**src/rtl/delay_pkg.sv**
```systemverilog
// Shared constants and sizing helper for the parametrised delay line.
package delay_pkg;

  localparam int DEF_WIDTH = 4;
  localparam int DEF_DEPTH = 4;

  // ceil(log2(n)), but never below 1 so select/count ports always exist
  function automatic int clog2_min1(input int n);
    return (n <= 2) ? 1 : $clog2(n);
  endfunction

endpackage

```
**src/rtl/delay_stage.sv**
```systemverilog
// One data+valid register of the delay line: async clear, sync flush, enabled load.
module delay_stage
  import delay_pkg::*;
#(
  parameter int WIDTH = DEF_WIDTH
) (
  input  logic             clk,
  input  logic             rst_n,
  input  logic             en,
  input  logic             flush,
  input  logic [WIDTH-1:0] d,
  input  logic             d_valid,
  output logic [WIDTH-1:0] q,
  output logic             q_valid
);

  // Flush wins over enable; without either the stage holds
  always_ff @(posedge clk or negedge rst_n) begin
    if (!rst_n) begin
      q       <= '0;
      q_valid <= 1'b0;
    end else if (flush) begin
      q       <= '0;
      q_valid <= 1'b0;
    end else if (en) begin
      q       <= d;
      q_valid <= d_valid;
    end
  end

endmodule

```
**src/rtl/param_delay_line.sv**
```systemverilog
// WIDTH-bit, DEPTH-stage stallable delay line with valid tracking, tap read and occupancy.
module param_delay_line
  import delay_pkg::*;
#(
  parameter  int WIDTH = DEF_WIDTH,
  parameter  int DEPTH = DEF_DEPTH,
  localparam int TW    = clog2_min1(DEPTH),
  localparam int CW    = clog2_min1(DEPTH + 1)
) (
  input  logic             clk,
  input  logic             rst_n,
  input  logic             en,
  input  logic             flush,
  input  logic [WIDTH-1:0] d,
  input  logic             d_valid,
  output logic [WIDTH-1:0] q,
  output logic             q_valid,
  input  logic [TW-1:0]    tap_sel,
  output logic [WIDTH-1:0] tap_q,
  output logic             tap_valid,
  output logic [CW-1:0]    fill
);

  // Index 0 is the gated input, index i+1 is the output of stage i
  logic [DEPTH:0][WIDTH-1:0] dat_pipe;
  logic [DEPTH:0]            vld_pipe;

  // Bubbles enter as zero so an undriven d never lands in a stage
  assign dat_pipe[0] = d_valid ? d : '0;
  assign vld_pipe[0] = d_valid;

  for (genvar i = 0; i < DEPTH; i++) begin : g_stage
    delay_stage #(.WIDTH(WIDTH)) u_stage (
      .clk     (clk),
      .rst_n   (rst_n),
      .en      (en),
      .flush   (flush),
      .d       (dat_pipe[i]),
      .d_valid (vld_pipe[i]),
      .q       (dat_pipe[i+1]),
      .q_valid (vld_pipe[i+1])
    );
  end

  assign q       = dat_pipe[DEPTH];
  assign q_valid = vld_pipe[DEPTH];

  // Occupancy tracks valids in minus valids out; a full line with input stays full
  always_ff @(posedge clk or negedge rst_n) begin
    if (!rst_n) begin
      fill <= '0;
    end else if (flush) begin
      fill <= '0;
    end else if (en) begin
      fill <= fill + CW'(vld_pipe[0]) - CW'(vld_pipe[DEPTH]);
    end
  end

  // Tap read; selects beyond the last stage read as zero/invalid
  always_comb begin
    tap_q     = '0;
    tap_valid = 1'b0;
    for (int i = 0; i < DEPTH; i++) begin
      if (tap_sel == TW'(i)) begin
        tap_q     = dat_pipe[i+1];
        tap_valid = vld_pipe[i+1];
      end
    end
  end

endmodule

```
**config.mk**
```make
export PLATFORM = sky130hd
export DESIGN_NAME = param_delay_line
export DESIGN_NICKNAME = d
export VERILOG_FILES = /design/src/rtl/delay_pkg.sv /design/src/rtl/delay_stage.sv /design/src/rtl/param_delay_line.sv
export SDC_FILE = /design/constraint.sdc
export NUM_CORES = 1
export LEC_CHECK = 0
export ABC_CLOCK_PERIOD_IN_PS = 1750
export CORE_ASPECT_RATIO = 1.5
export CORE_MARGIN = 2
export CORE_UTILIZATION = 45
export CTS_CLUSTER_SIZE = 28
export DETAILED_ROUTE_END_ITERATION = 8
export HOLD_SLACK_MARGIN = 0.1
export PLACE_DENSITY = 0.75
export SLEW_MARGIN = 0
export SYNTH_ARGS = -nofsm -noshare
export SYNTH_HDL_FRONTEND = slang
export SYNTH_SLANG_ARGS = --single-unit
```
**constraint.sdc**
```tcl
create_clock -name clk -period 1.75 [get_ports clk]
set_input_delay 0.35 -clock clk [delete_from_list [all_inputs] [get_ports clk]]
set_output_delay 0.35 -clock clk [all_outputs]
set_load 0.005 [all_outputs]
```
==> out/metrics.cfg <==
[status]
status=complete, but fails checks
violations=setup timing

[detailed_routing]
viasPerCell=5.22
drt_iter0_drc=10
drc_errors=0
vias=798
wl_per_cell_um=14.1
wirelength_mm=2.16
ant_nets=0
drt_pre_antenna_iters=4

[synthesis]
synth_fp_nets=112
ys_warn_count=0
synth_cell_types=15
ys_ff_latch=23
ys_seq_area_frac=0.491
syn_inst=98
netlist_area_mm2=0.00117
avgSynthCellArea_um2=12.0

[pwr]
seq_power_share=0.594
p_sw_uw=218
p_int_uw=716
powerDensity_mw_per_mm2=626
combPwrFrac=0.159
power_leakage_uw=0.000749
max-vdd-ir-drop_mv=0.551
power_uw=934
clkPwrFrac=0.246
p_sw_frac=0.234

[layout]
diodes=0
layout_common_cells=23 x dfrtp_1, 19 x nor2_1, 18 x mux2i_1
multi_input_area_um2=513
regArea_um2=576
postLayoutCellArea_mm2=0.00149
fill_cells=211
final_common_cell=dfrtp_1
syn2layout_area_growth_pct=27.2
final_nets=144
drive_gt1_frac=0.240
final_util=0.609

[sta]
setup_viol=2
fin_ws_ns=-0.0702
hold_ws_ns=0.399
rsz0062_at_grt=true
hold_viol=0
tightestPinTransition_ns=0.290
setup_tns_ns=-0.0906
drv_slew=0
fmax_mhz=549
finalCritPeriodShare=1.04
fin_worst_skew_ns=0.00352
maxSlewHeadroom=0.807
fin_crit_ns=1.82

[die]
io_pins=24
die_y_um=66.5
core.rowCount=22
coreArea_mm2=0.00245
fp.dieArea_mm2=0.00304
start_util=0.479
die_w_um=45.7

[critical_path]
critPathMaxFanout=2
crit_type=reg -> reg
end_kind=flop
arrival_ns=2.02
cp-start-kind=flop
critPathRequiredTime_ns=1.95

[placement]
port_buffers=23
place_area_mm2=0.00144
dpl.hpwl_mm=1.53
gp_congestion=0.684

[clocking]
cts_root_buf=clkbuf_4
clk_path_buf_depth=2
cts_made_buffers=3
clock-sinks=23
htree_num_levels=1
clk_latency_ns=0.30
path_clk_slew_ns=0.11
cts_tree=built

[global_route]
grt_use_total=0.167
grt_overflow=0
grt_max_degree=29
grt_pass1_wl_mm=3.68
grt_pass1_vias=840
antenna_found_initial=0

[min_path]
hold_class=in -> async

[job]
drv_cap=0

[flip-flops by register name, summed over array words and instances, names as in the netlist]
register and count:
g_stage.u_stage.q_valid 4, g_stage.u_stage.q 16, fill 3
[final cells by class]
class / instances / area share
Multi-Input combinational cell: 61 / 0.344
Sequential cell: 23 / 0.386
Inverter: 4 / 0.0101
Clock buffer: 4 / 0.0176
Tap cell: 24 / 0.0201
Timing Repair Buffer: 37 / 0.222
[layer usage]
metal  global-route usage  share of wire  up-vias
met2                0.275           0.53       13
met3               0.0163          0.030        2
li1                     -              -      392
met1                0.221           0.43      391
met5                    0              0        -
met4               0.0662          0.011        0
[power by group through the flow]
stage / registers [uW] / clock network, uW / logic, uW
6_report: 555 / 230 / 149
5_1_grt: 557 / 254 / 166
4_1_cts: 555 / 246 / 151
3_5_place_dp: 566 / 0 / 148
3_3_place_gp: 565 / 0 / 145
2_1_floorplan: 564 / 0 / 74.0
[per-stage QoR]
step	setup WS [ns]	std cells
after floorplan	-0.0185	98
after global placement	-0.531	144
after detailed placement	-0.535	144
after CTS	-0.0496	153
after global routing	-0.216	153
final	-0.0702	153
[kinds of logic after synthesis]
group           count (synthesis)  synth area share
flops                          23             0.491
compound gates                  6            0.0288
fa+ha+maj                       3            0.0384
xor+xnor                        1           0.00747
simple gates                   28             0.105
buf+inv                        14            0.0800
mux                            23             0.250
[worst paths after layout]
path,slack [ns],cells after the start,startpoint,end
worst min-delay path,0.40,2,rst_n,g_stage[3].u_stage.q[3]$_DFFE_PN0P_
worst max register to register,-0.07,8,g_stage[3].u_stage.q_valid$_DFFE_PN0P_,fill[2]$_DFFE_PN0P_
max in group asynchronous,1.12,2,rst_n,g_stage[1].u_stage.q[1]$_DFFE_PN0P_
worst min register to register,0.56,2,g_stage[2].u_stage.q[0]$_DFFE_PN0P_,g_stage[2].u_stage.q[0]$_DFFE_PN0P_
min in group clk,0.56,2,g_stage[2].u_stage.q[0]$_DFFE_PN0P_,g_stage[2].u_stage.q[0]$_DFFE_PN0P_
worst max-delay path,-0.07,8,g_stage[3].u_stage.q_valid$_DFFE_PN0P_,fill[2]$_DFFE_PN0P_
[critical path: stages, from the launching register on]
cell,delay (ns)
dfrtp_1,0.41
ha_1,0.27
inv_1,0.05
ha_1,0.14
inv_2,0.04
fa_2,0.35
xor2_2,0.17
a21oi_1,0.08
a31o_2,0.21
[repair_timing]
item | in CTS | in global routing
pin swaps | 0 | 1
cloned | 0 | 0
resized for setup | 22 | 4
endpoints found under the setup margin | 6 | 6
setup buffers | 5 | 0
hold buffers | 0 | 0
[cell usage after synthesis]
library cell	n	area share
clkbuf_1	2	0.0064
buf_6	3	0.029
a31o_2	1	0.0075
nand2b_1	5	0.027
dfrtp_1	23	0.49
fa_1	1	0.017
mux2i_1	18	0.15
buf_4	5	0.032
a21oi_1	5	0.021
xor2_1	1	0.0075
mux4_2	5	0.096
nand3_1	4	0.017
inv_1	4	0.013
ha_1	2	0.021
nor2_1	19	0.061
No activity file was read; power rests on OpenSTA's default activity.
